### src/rtl/stopwatch_timer_cu.sv
// -----------------------------------------------------------------------------
// stopwatch_timer_cu
//
// Second-generation stopwatch/timer control unit. Turns debounced button
// levels into run / clear / freeze / alarm controls for the time-counter
// datapath and the FND display controller.
//
// Each button is rising-edge detected internally, so a held button acts once.
// The edge-detect history registers reset to 1, so a button already held
// when reset is released does not produce an action.
//
// Optional feature: define STOPWATCH_LAP_EN to compile in the LAP (display
// freeze) state and lap-button edge detection. Without it, o_freeze is tied
// low, i_btn_lap is ignored and encoding 4 is an illegal state.
//
// Parameters:
//   ALARM_CYCLES  clk cycles o_alarm stays high in DONE (>= 2)
//   CNT_W         width of the alarm duration counter
//
// Ports:
//   clk           system clock, rising edge
//   reset         synchronous active-low reset
//   i_btn_run     debounced run/stop button level
//   i_btn_clear   debounced clear button level
//   i_btn_mode    debounced mode button level
//   i_btn_lap     debounced lap button level (LAP builds only)
//   i_zero        datapath count == 0
//   o_run         datapath count enable
//   o_clear       datapath synchronous clear, one-cycle pulse
//   o_mode        0 = count up, 1 = count down
//   o_freeze      display holds last captured value
//   o_alarm       countdown finished indicator
//   o_state       current state encoding (debug/LED)
// -----------------------------------------------------------------------------
module stopwatch_timer_cu #(
  parameter int ALARM_CYCLES = 100_000_000,
  parameter int CNT_W        = $clog2(ALARM_CYCLES)
) (
  input  logic       clk,
  input  logic       reset,
  input  logic       i_btn_run,
  input  logic       i_btn_clear,
  input  logic       i_btn_mode,
  input  logic       i_btn_lap,
  input  logic       i_zero,
  output logic       o_run,
  output logic       o_clear,
  output logic       o_mode,
  output logic       o_freeze,
  output logic       o_alarm,
  output logic [2:0] o_state
);

`ifdef STOPWATCH_LAP_EN
  typedef enum logic [2:0] {
    ST_STOP  = 3'd0,
    ST_RUN   = 3'd1,
    ST_CLEAR = 3'd2,
    ST_DONE  = 3'd3,
    ST_LAP   = 3'd4
  } state_t;
`else
  typedef enum logic [2:0] {
    ST_STOP  = 3'd0,
    ST_RUN   = 3'd1,
    ST_CLEAR = 3'd2,
    ST_DONE  = 3'd3
  } state_t;
`endif

  localparam logic [CNT_W-1:0] ALARM_LAST = CNT_W'(ALARM_CYCLES - 1);

  state_t           state, state_nx;
  logic [CNT_W-1:0] alarm_cnt;
  logic             prev_run, prev_clear, prev_mode;
  logic             run_edge, clear_edge, mode_edge;
  logic             mode_tgl;
  logic             zero_hit;

  assign run_edge   = i_btn_run   & ~prev_run;
  assign clear_edge = i_btn_clear & ~prev_clear;
  assign mode_edge  = i_btn_mode  & ~prev_mode;

  // Countdown completion only exists in down mode.
  assign zero_hit = o_mode & i_zero;

`ifdef STOPWATCH_LAP_EN
  logic prev_lap;
  logic lap_edge;

  assign lap_edge = i_btn_lap & ~prev_lap;

  always_ff @(posedge clk) begin
    if (!reset) prev_lap <= 1'b1;
    else        prev_lap <= i_btn_lap;
  end
`else
  logic unused_lap;
  assign unused_lap = i_btn_lap;
`endif

  // NOTE: state registers use non-blocking assignments so every flop samples
  // the pre-edge values of the others, matching real hardware.
  always_ff @(posedge clk) begin
    if (!reset) begin
      state      <= ST_STOP;
      o_mode     <= 1'b0;
      alarm_cnt  <= '0;
      prev_run   <= 1'b1;
      prev_clear <= 1'b1;
      prev_mode  <= 1'b1;
    end else begin
      state      <= state_nx;
      o_mode     <= o_mode ^ mode_tgl;
      prev_run   <= i_btn_run;
      prev_clear <= i_btn_clear;
      prev_mode  <= i_btn_mode;
      // Counter only advances while staying in DONE; any exit clears it.
      if (state == ST_DONE && state_nx == ST_DONE) alarm_cnt <= alarm_cnt + CNT_W'(1);
      else                                         alarm_cnt <= '0;
    end
  end

  // NOTE: every output of this block gets a default first so no path leaves
  // a variable unassigned, which would otherwise infer a latch.
  always_comb begin
    state_nx = state;
    mode_tgl = 1'b0;
    case (state)
      ST_STOP: begin
        // A run press in down mode at zero is ignored, not an action.
        if (run_edge && !zero_hit) state_nx = ST_RUN;
        else if (clear_edge)       state_nx = ST_CLEAR;
        else if (mode_edge)        mode_tgl = 1'b1;
      end
      ST_RUN: begin
        if (zero_hit)      state_nx = ST_DONE;
        else if (run_edge) state_nx = ST_STOP;
`ifdef STOPWATCH_LAP_EN
        else if (lap_edge) state_nx = ST_LAP;
`endif
      end
      ST_CLEAR: state_nx = ST_STOP;
      ST_DONE: begin
        if (clear_edge)                  state_nx = ST_CLEAR;
        else if (run_edge)               state_nx = ST_STOP;
        else if (alarm_cnt == ALARM_LAST) state_nx = ST_STOP;
      end
`ifdef STOPWATCH_LAP_EN
      ST_LAP: begin
        if (zero_hit)      state_nx = ST_DONE;
        else if (run_edge) state_nx = ST_STOP;
        else if (lap_edge) state_nx = ST_RUN;
      end
`endif
      default: state_nx = ST_STOP;
    endcase
  end

  // Moore output decode.
  always_comb begin
    o_run    = 1'b0;
    o_clear  = 1'b0;
    o_freeze = 1'b0;
    o_alarm  = 1'b0;
    case (state)
      ST_RUN:   o_run   = 1'b1;
      ST_CLEAR: o_clear = 1'b1;
      ST_DONE:  o_alarm = 1'b1;
`ifdef STOPWATCH_LAP_EN
      ST_LAP: begin
        o_run    = 1'b1;
        o_freeze = 1'b1;
      end
`endif
      default: ;
    endcase
  end

  assign o_state = state;

endmodule

### config.mk
export PLATFORM = sky130hd
export DESIGN_NAME = stopwatch_timer_cu
export DESIGN_NICKNAME = d
export VERILOG_FILES = /design/src/rtl/stopwatch_timer_cu.sv
export SDC_FILE = /design/constraint.sdc
export NUM_CORES = 1
export LEC_CHECK = 0
export ABC_AREA = 1
export BUFFER_PORTS_ARGS = -buffer_cell sky130_fd_sc_hd__buf_2
export CORE_MARGIN = 10
export CORE_UTILIZATION = 45
export CTS_CLUSTER_SIZE = 16
export DETAILED_ROUTE_END_ITERATION = 10
export GPL_ROUTABILITY_DRIVEN = 0
export PLACE_DENSITY = 0.64
export SYNTH_ARGS = -nofsm -noshare
export SYNTH_HDL_FRONTEND = slang
export SYNTH_SLANG_ARGS = --single-unit
### constraint.sdc
create_clock -name clk -period 2.1 [get_ports clk]
set_clock_uncertainty 0.05 [all_clocks]
set_input_delay 0 -clock clk [delete_from_list [all_inputs] [get_ports clk]]
set_output_delay 0 -clock clk [all_outputs]
set_load 0.1 [all_outputs]
Yosys cells after proc, flatten, opt, wreduce, memory -nomap -nowiden --
Index checks and enable logic that the tools add are counted.
Word-level totals: flip-flop bits (word level) 34, input port bits 7, output and inout port bits 8, word-level logic and storage cells 40
Cells by class: $add $sub $neg 1, equal/unequal tests 5, muxes and demuxes 15, bitwise operators 8, reduce and logical (&&, ||, !) cells 5
Operators by type and width (count):
- $add A27 B1 Y27 const B | 1
- $eq A27 B27 Y1 const B | 1
- $mux W3 | 7
- $eq A3 B2 Y1 const B | 3
- $pmux W3 S3 | 1
- $mux W1 | 7
- $and A1 B1 Y1 | 4
- $eq A3 B1 Y1 const B | 1
- $logic_not A3 Y1 | 1
- $not A1 Y1 | 3
- $logic_and A1 B1 Y1 | 2
- $reduce_and A2 Y1 | 1
- $logic_not A1 Y1 | 1
- $xor A1 B1 Y1 | 1

Depth between registers and ports, before layout --
Gate-level depths: netlist of run 1.
depth after elaboration 8, mapped depth 11, depth with buffers taken out 10

Worst setup path after synthesis of run 1 --
Ideal clock, no wire load.
path kind register -> output, from register state[1] (netlist: o_state[1]), to output port o_clear, data arrival time 3.211 ns, data required time 2.050 ns, path slack -1.161 ns, stages on the path, launching flop included 3, cell sequence dfxtp_1 -> inv_1 -> nor3_1
On the way: word-level cells in the longest chain between the ends 2
RTL lines:
- start, declared | RTL line 73 | state_t state, state_nx;
- start signal, assigned | RTL line 113 | state <= state_nx;
- $eq A3 B2 Y1 | RTL line 166 | case (state)
- $mux W1 | RTL line 166
- end, declared | RTL line 47 | output logic o_clear,
No other way between the ends.

Final worst setup path of run 1 --
from register alarm_cnt[0], to register alarm_cnt[22]
On the way: word-level cells in the longest chain between the ends 8, elaborated cells between the ends (all ways) 9, those cells by class add/sub: 1; eq/ne: 2; mux: 4; reduce/logical: 2
RTL lines:
- start, declared | RTL line 74 | logic [CNT_W-1:0] alarm_cnt;
- start signal, assigned | RTL line 119 | if (state == ST_DONE && state_nx == ST_DONE) alarm_cnt <= alarm_cnt + CNT_W'(1);
- $eq A27 B27 Y1 | RTL line 147 | else if (alarm_cnt == ALARM_LAST) state_nx = ST_STOP;
- $mux W3 | RTL line 147
- $mux W3 | RTL line 146 | else if (run_edge) state_nx = ST_STOP;
- $mux W3 | RTL line 145 | if (clear_edge) state_nx = ST_CLEAR;
- $pmux W3 S3 | RTL line 129 | case (state)
- $eq A3 B2 Y1 | RTL line 119
- $logic_and A1 B1 Y1 | RTL line 119
- $reduce_and A2 Y1 (no line)
Several ways; a longest one is shown, not always the timed one. A chain may end at the register's enable or synchronous reset.

==> results of run 1 <==
## state kept, by name, summed over array words and instances (netlist names)
name and flops:
o_state 3, prev_clear 1, prev_mode 1, alarm_cnt 27
o_mode 1, prev_run 1
## tightest hold or removal path, cell delays in order
cell,delay (ns)
buf_2,0.07
nand2_1,0.04
inv_1,0.06
nor2_1,0.06
nand3_1,0.06
a21oi_1,0.05
## power by group through the flow
stage | Clock (mW) | Combinational, mW | Sequential (mW)
detailed placement | 0 | 0.0546 | 0.669
global route | 0.658 | 0.0710 | 0.655
finish | 0.611 | 0.0651 | 0.654
floorplan | 0 | 0.0272 | 0.686
CTS | 0.624 | 0.0646 | 0.654
global placement | 0 | 0.0545 | 0.669
## final cells by class
| class | instances | area share [%] |
|---|---|---|
| Inverter | 46 | 8.186 |
| Tap cell | 50 | 2.843 |
| Multi-Input combinational cell | 201 | 46.79 |
| Clock buffer | 5 | 3.127 |
| Sequential cell | 34 | 31.10 |
| Timing Repair Buffer | 19 | 5.912 |
| Clock inverter | 3 | 2.047 |
## cell usage after synthesis
cell type  instances  area share [%]
nand3_1           10             2.6
nand2_1           68              13
buf_4              1            0.39
ha_1               1            0.66
inv_1             46             9.1
o21ai_0            2            0.52
nor2_1            53              10
nand2_4            1            0.59
nor4_1             1            0.33
nand3_2            1            0.52
nand3_4            1            0.92
nand3b_1           4             1.6
a21oi_1            2            0.52
nor2_4             1            0.59
xor2_1            15             6.9
xnor2_1            7             3.2
nor3_2             1            0.52
buf_12             1             1.0
or2_2              1            0.33
dfxtp_1           34              36
and2_1             1            0.33
nand2_2            1            0.33
nand4_1            3            0.98
conb_1             1            0.20
buf_6              1            0.59
nor2_2            14             4.6
nor3_1             9             2.4
nor3b_1            2            0.79
## cell families after synthesis
| logic type | count (synthesis) | synth area share [%] |
|---|---|---|
| compound gates | 4 | 1.050 |
| fa+ha+maj | 1 | 0.6561 |
| flops | 34 | 35.70 |
| simple gates | 172 | 41.21 |
| other cells | 1 | 0.1967 |
| xor+xnor | 22 | 10.11 |
| buf+inv | 49 | 11.09 |
## repair_timing
action / CTS / global route
hold buffers: 7 / 0
setup endpoints to repair: 0 / 0
endpoints found under the hold margin: 6 / 0
## per-stage QoR
stage          worst slack [ns]  util [%]  hold slack [ns]
2_1_floorplan          0.002191         -          0.01865
3_3_place_gp             0.2767     49.71           0.1328
4_1_cts                  0.2155     54.24          0.03587
6_report                 0.2468     54.24          0.03862
3_5_place_dp             0.2355     49.71           0.1358
5_1_grt                 0.02387     54.24          0.09850
## layer usage
layer,vias to the layer above,global-route usage (%),routed length [um]
li1,891,-,-
met1,723,14.75,1966
met2,24,19.14,1815
met3,6,3.920,178
met4,0,4.491,63
met5,-,0,0
## worst paths after layout
kind | to | cells after the start | startpoint
setup / recovery | alarm_cnt[22]$_SDFF_PN0_ | 10 | alarm_cnt[0]$_SDFF_PN0_
hold / removal | o_state[0]$_SDFF_PN0_ | 6 | i_zero
setup reg to reg | alarm_cnt[22]$_SDFF_PN0_ | 10 | alarm_cnt[0]$_SDFF_PN0_
hold reg to reg | alarm_cnt[0]$_SDFF_PN0_ | 1 | alarm_cnt[0]$_SDFF_PN0_
==> results_dict.tcl, run 1 <==
set metrics [dict create \
    status "complete, no violations" \
    antenna_found_initial 0 \
    vias 1644 \
    instances_no_fill 358 \
    cap_violations 0 \
    core_sq_um 4058 \
    vdd_drop_max_v 0.0003064 \
    placed_cell_area_sq_um 2017 \
    final_common_cell "nand2_1" \
    tns_ns 0 \
    ios 15 \
    grt_usage_pct 12.06 \
    power_density_nw_per_um2 604.1 \
    seqPwrFrac_pct 49.2 \
    slowest_stage "dfxtp_1" \
    grt_overflow 0 \
    seq_area_sq_um 684.4 \
    swShare_pct 23.08 \
    worstSetupPathType "reg -> reg" \
    nFillCells 417 \
    ys_seq_area_share_pct 35.70 \
    synth_warnings 0 \
    pwr-share-comb_pct 4.9 \
    ys_types 28 \
    p_switching_mw 0.3069 \
    place_hpwl_um 3063 \
    diodes 0 \
    cts.reportedPaths.clkPinSlew_ns 0.08 \
    cts_tree "built" \
    max_freq_mhz 539.6 \
    syn_area_sq_um 1907 \
    syn_to_final_growth_pct 15.42 \
    stdcell_area_sq_um 2201 \
    fin_nets 315 \
    path_buf_inv 0 \
    die_w_um 85.10 \
    crit_arrival_ns 1.97 \
    wl_um 4024 \
    cts.sinks 34 \
    cts.path.max_buffers 2 \
    portBuffers 12 \
    grt_setup_unrepaired "no" \
    rrSetupSlack_ns 0.25 \
    cpPeakStageDelay_ns 0.41 \
    ant_nets 0 \
    drt_pass1_iterations 4 \
    synth.avg_cell_area_sq_um 6.738 \
    syn_inst 283 \
    post_cts_buffers 0 \
    multiInputGateArea_sq_um 1030 \
    clk_latency_ns 0.29 \
    hold_viol 0 \
    cts_resized 0 \
    grt_pass1_vias 1613 \
    wl_per_cell_um 11.24 \
    start_util_pct 46.99 \
    chipHeight_um 85.10 \
    cp_max_fo 27 \
    drc 0 \
    grt_pass1_wl_um 7231 \
    ys_ff_latch 34 \
    cp_data_required_time_ns 2.22 \
    clkPwrFrac_pct 45.9 \
    rows 23 \
    setup_viol 0 \
    crit_family "simple AND/OR/NAND/NOR gates" \
    final_cell_mix "68 x nand2_1, 53 x nor2_1, 44 x inv_1" \
    placed_cells 343 \
    timing.final.crit_share_pct 88.25 \
    slew_viol_final 0 \
    h-tree-depth 2 \
    cp-end-kind "register" \
    critPathMostFrequentCell "nor2_1" \
    root_buffer "clkbuf_8" \
    crit_chain "ha_1, nand2_2, nor2_4, nand2_4, nor2_1, nand2_1, nand3_2, nor2_2, nand3_4, nor2_1" \
    dieArea_sq_um 7241 \
    internal_power_mw 1.023 \
    drive_gt1_share_pct 15.26 \
    min_period_ns 1.853 \
    hold_path.class "in -> reg" \
    grt_max_degree 28 \
    power_mw 1.330 \
    vias_per_cell 4.592 \
    cp-start-kind "register" \
    drt_iter0_markers 85 \
    cts_buffers 5 \
    p_leak_nw 0.7896 \
]
No activity file was read; power rests on OpenSTA's default activity.
==> run 2, diff against run 1 <==
ABC_AREA = default   (was 1)
==> run 2 against run 1 <==
Hold slack better by 0.13 ns. Non-clock buffer count is 27 higher. Synthesized area is 13% lower. Critical path type unchanged. Largest cell class unchanged. Highest routed layer unchanged.
==> results_dict.tcl, run 2 <==
set metrics [dict create \
    vias_per_cell 5.617 \
    portBuffers 12 \
    wl_met2_um 2209 \
    min_period_ns 2.068 \
    cap_violations 0 \
    path_buf_inv 3 \
    stdcell_area_sq_um 2222 \
    wl_met3_um 161 \
    h-tree-depth 2 \
    worstSetupPathType "reg -> reg" \
    yosys.area.top_type "dfxtp_1" \
    syn_inst 186 \
    instances_no_fill 277 \
    syn_to_final_growth_pct 33.33 \
    largest-register "alarm_cnt" \
    largest_reg_flops 27 \
    cpPeakStageDelay_ns 0.55 \
    ant_nets 0 \
    ios 15 \
    status "complete, no violations" \
    hold_path.class "in -> reg" \
    core_sq_um 3633 \
    crit_chain "buf_6, or4bb_1, or4_4, o21ai_4, buf_12, clkbuf_16, nor3_1" \
    ys_ff_latch 34 \
    synth_warnings 0 \
    placed_cell_area_sq_um 1941 \
    diodes 0 \
    antenna_found_initial 0 \
    grt_overflow 0 \
    cp-end-kind "register" \
    timing.final.crit_share_pct 98.45 \
    synth.avg_cell_area_sq_um 8.960 \
    power_density_nw_per_um2 547.8 \
    synth.top_cells.by_count "34 x dfxtp_1, 19 x nor3_1, 11 x nand2_1, 11 x xnor2_1, 9 x a211oi_1" \
    dieArea_sq_um 6538 \
    crit_family "simple AND/OR/NAND/NOR gates" \
    wl_um 4251 \
    max_freq_mhz 483.7 \
    grt_max_degree 29 \
    rows 22 \
    root_buffer "clkbuf_8" \
    cts_tree "built" \
    slew_viol_final 0 \
    crit_arrival_ns 2.18 \
    chipHeight_um 80.86 \
    cp_data_required_time_ns 2.21 \
    die_w_um 80.86 \
    tns_ns 0 \
    drt_pass1_iterations 4 \
    cts.reportedPaths.clkPinSlew_ns 0.06 \
    ys.flop_type "dfxtp_1" \
    cp_max_fo 6 \
    hold_viol 0 \
    cts.path.max_buffers 2 \
    setup_viol 0 \
    top_layer "met4" \
    ys_async_sr_fraction_pct 0 \
    synth_most_common_cell "dfxtp_1" \
    start_util_pct 45.87 \
    place_hpwl_um 2743 \
    p_leak_nw 0.7243 \
    grt_pass1_vias 1525 \
    synth_edf_count 0 \
    cts_buffers 5 \
    synth_top_area_share_pct 40.84 \
    slowest_stage "or4_4" \
    ys_seq_area_share_pct 40.84 \
    grt_usage_pct 12.67 \
    clk_latency_ns 0.29 \
    cp-start-kind "register" \
    fin_nets 237 \
    syn_area_sq_um 1667 \
    ys_types 41 \
    synth.area.top_cells "dfxtp_1 41%, xnor2_1 5.8%, nor3_1 5.7%" \
    wl_per_cell_um 15.35 \
    drc 0 \
    final_cell_mix "24 x dfxtp_1, 20 x buf_4, 19 x nor3_1" \
    drt_iter0_markers 54 \
    rrSetupSlack_ns 0.03 \
    grt_pass1_wl_um 6686 \
    drive_gt1_share_pct 32.31 \
    vdd_drop_max_v 0.0003572 \
    vias 1556 \
    placed_cells 258 \
    cts.sinks 34 \
    final_common_cell "dfxtp_1" \
    wl_met1_um 1829 \
]
-- run 2: cell types whose count changed in the layout (fill, tap and decap cells not counted), moves of 7 or more --
cell	previous run	this run
nand2_1	68	11
nor2_1	53	4
inv_1	44	8
buf_4	0	20
nor2_2	14	2
nor3_1	8	19
xor2_1	15	4
a211oi_1	0	8
dfxtp_1	31	24
or3_1	0	7
-- run 2: repair_timing --
item	CTS	global route
gates cloned	0	3
hold buffers	7	0
pin swaps	1	5
buffers inserted	0	2
resized for setup	1	11
setup endpoints to repair	3	29
hold endpoints to repair	6	0
-- run 2: power by group --
part / switching (mW) / internal, mW / total [mW] / leakage [nW]
combinational: 0.0540 / 0.0240 / 0.0780 / 0.400
sequential: 0.00462 / 0.648 / 0.653 / 0.280
clock: 0.227 / 0.260 / 0.487 / 0.0443
-- run 2: area by class of cell --
| type | count | area (sq um) |
|---|---|---|
| fill | 321 | 1411 |
| inverter | 8 | 30.03 |
| timing repair buffer | 46 | 404.1 |
| clock buffer | 7 | 86.33 |
| tap | 48 | 60.06 |
| multi-input combinational | 134 | 943.4 |
| sequential | 34 | 698.2 |
-- run 2: final timing paths --
check	cells past startpoint	endpoint	startpoint
hold / removal	5	o_state[1]$_SDFF_PN0_	i_zero
hold reg to reg	1	alarm_cnt[0]$_SDFF_PN0_	alarm_cnt[0]$_SDFF_PN0_
setup reg to reg	7	alarm_cnt[13]$_SDFF_PN0_	alarm_cnt[13]$_SDFF_PN0_
setup / recovery	7	alarm_cnt[13]$_SDFF_PN0_	alarm_cnt[13]$_SDFF_PN0_
-- run 2: metrics by stage --
step,setup slack [ns],utilization [%],hold WS [ns],power (mW)
floorplan,0.005962,-,0.02304,0.7186
global placement,0.03890,53.41,0.1409,0.7313
detailed placement,-0.001711,53.41,0.1561,0.7336
CTS,0.01528,57.82,0.1659,1.225
global route,-0.007943,61.16,0.2224,1.269
finish,0.03245,61.16,0.1696,1.217
-- run 2: cell families after synthesis --
family                     share of synthesized area, %
DFF                                               40.84
AOI/OAI and AO/OA                                 12.24
buffers and inverters                             5.855
and+or+nand+nor                                   31.61
adders and majority gates                        0.7506
muxes                                            0.6006
other                                            0.2250
xor gates and xnor gates                          7.883
-- run 2: worst register-to-register path: cells and delay by family (launching register included) --
family,cells,cell delay (ns)
and+or+nand+nor,3,1.00
DFF,1,0.34
buffers and inverters,3,0.38
AOI/OAI and AO/OA,1,0.18
-- run 2: per-layer routing --
layer	up-vias	global-route usage, %
li1	767	-
met3	6	4.084
met4	0	4.498
met2	23	23.25
met5	-	0
met1	760	13.22
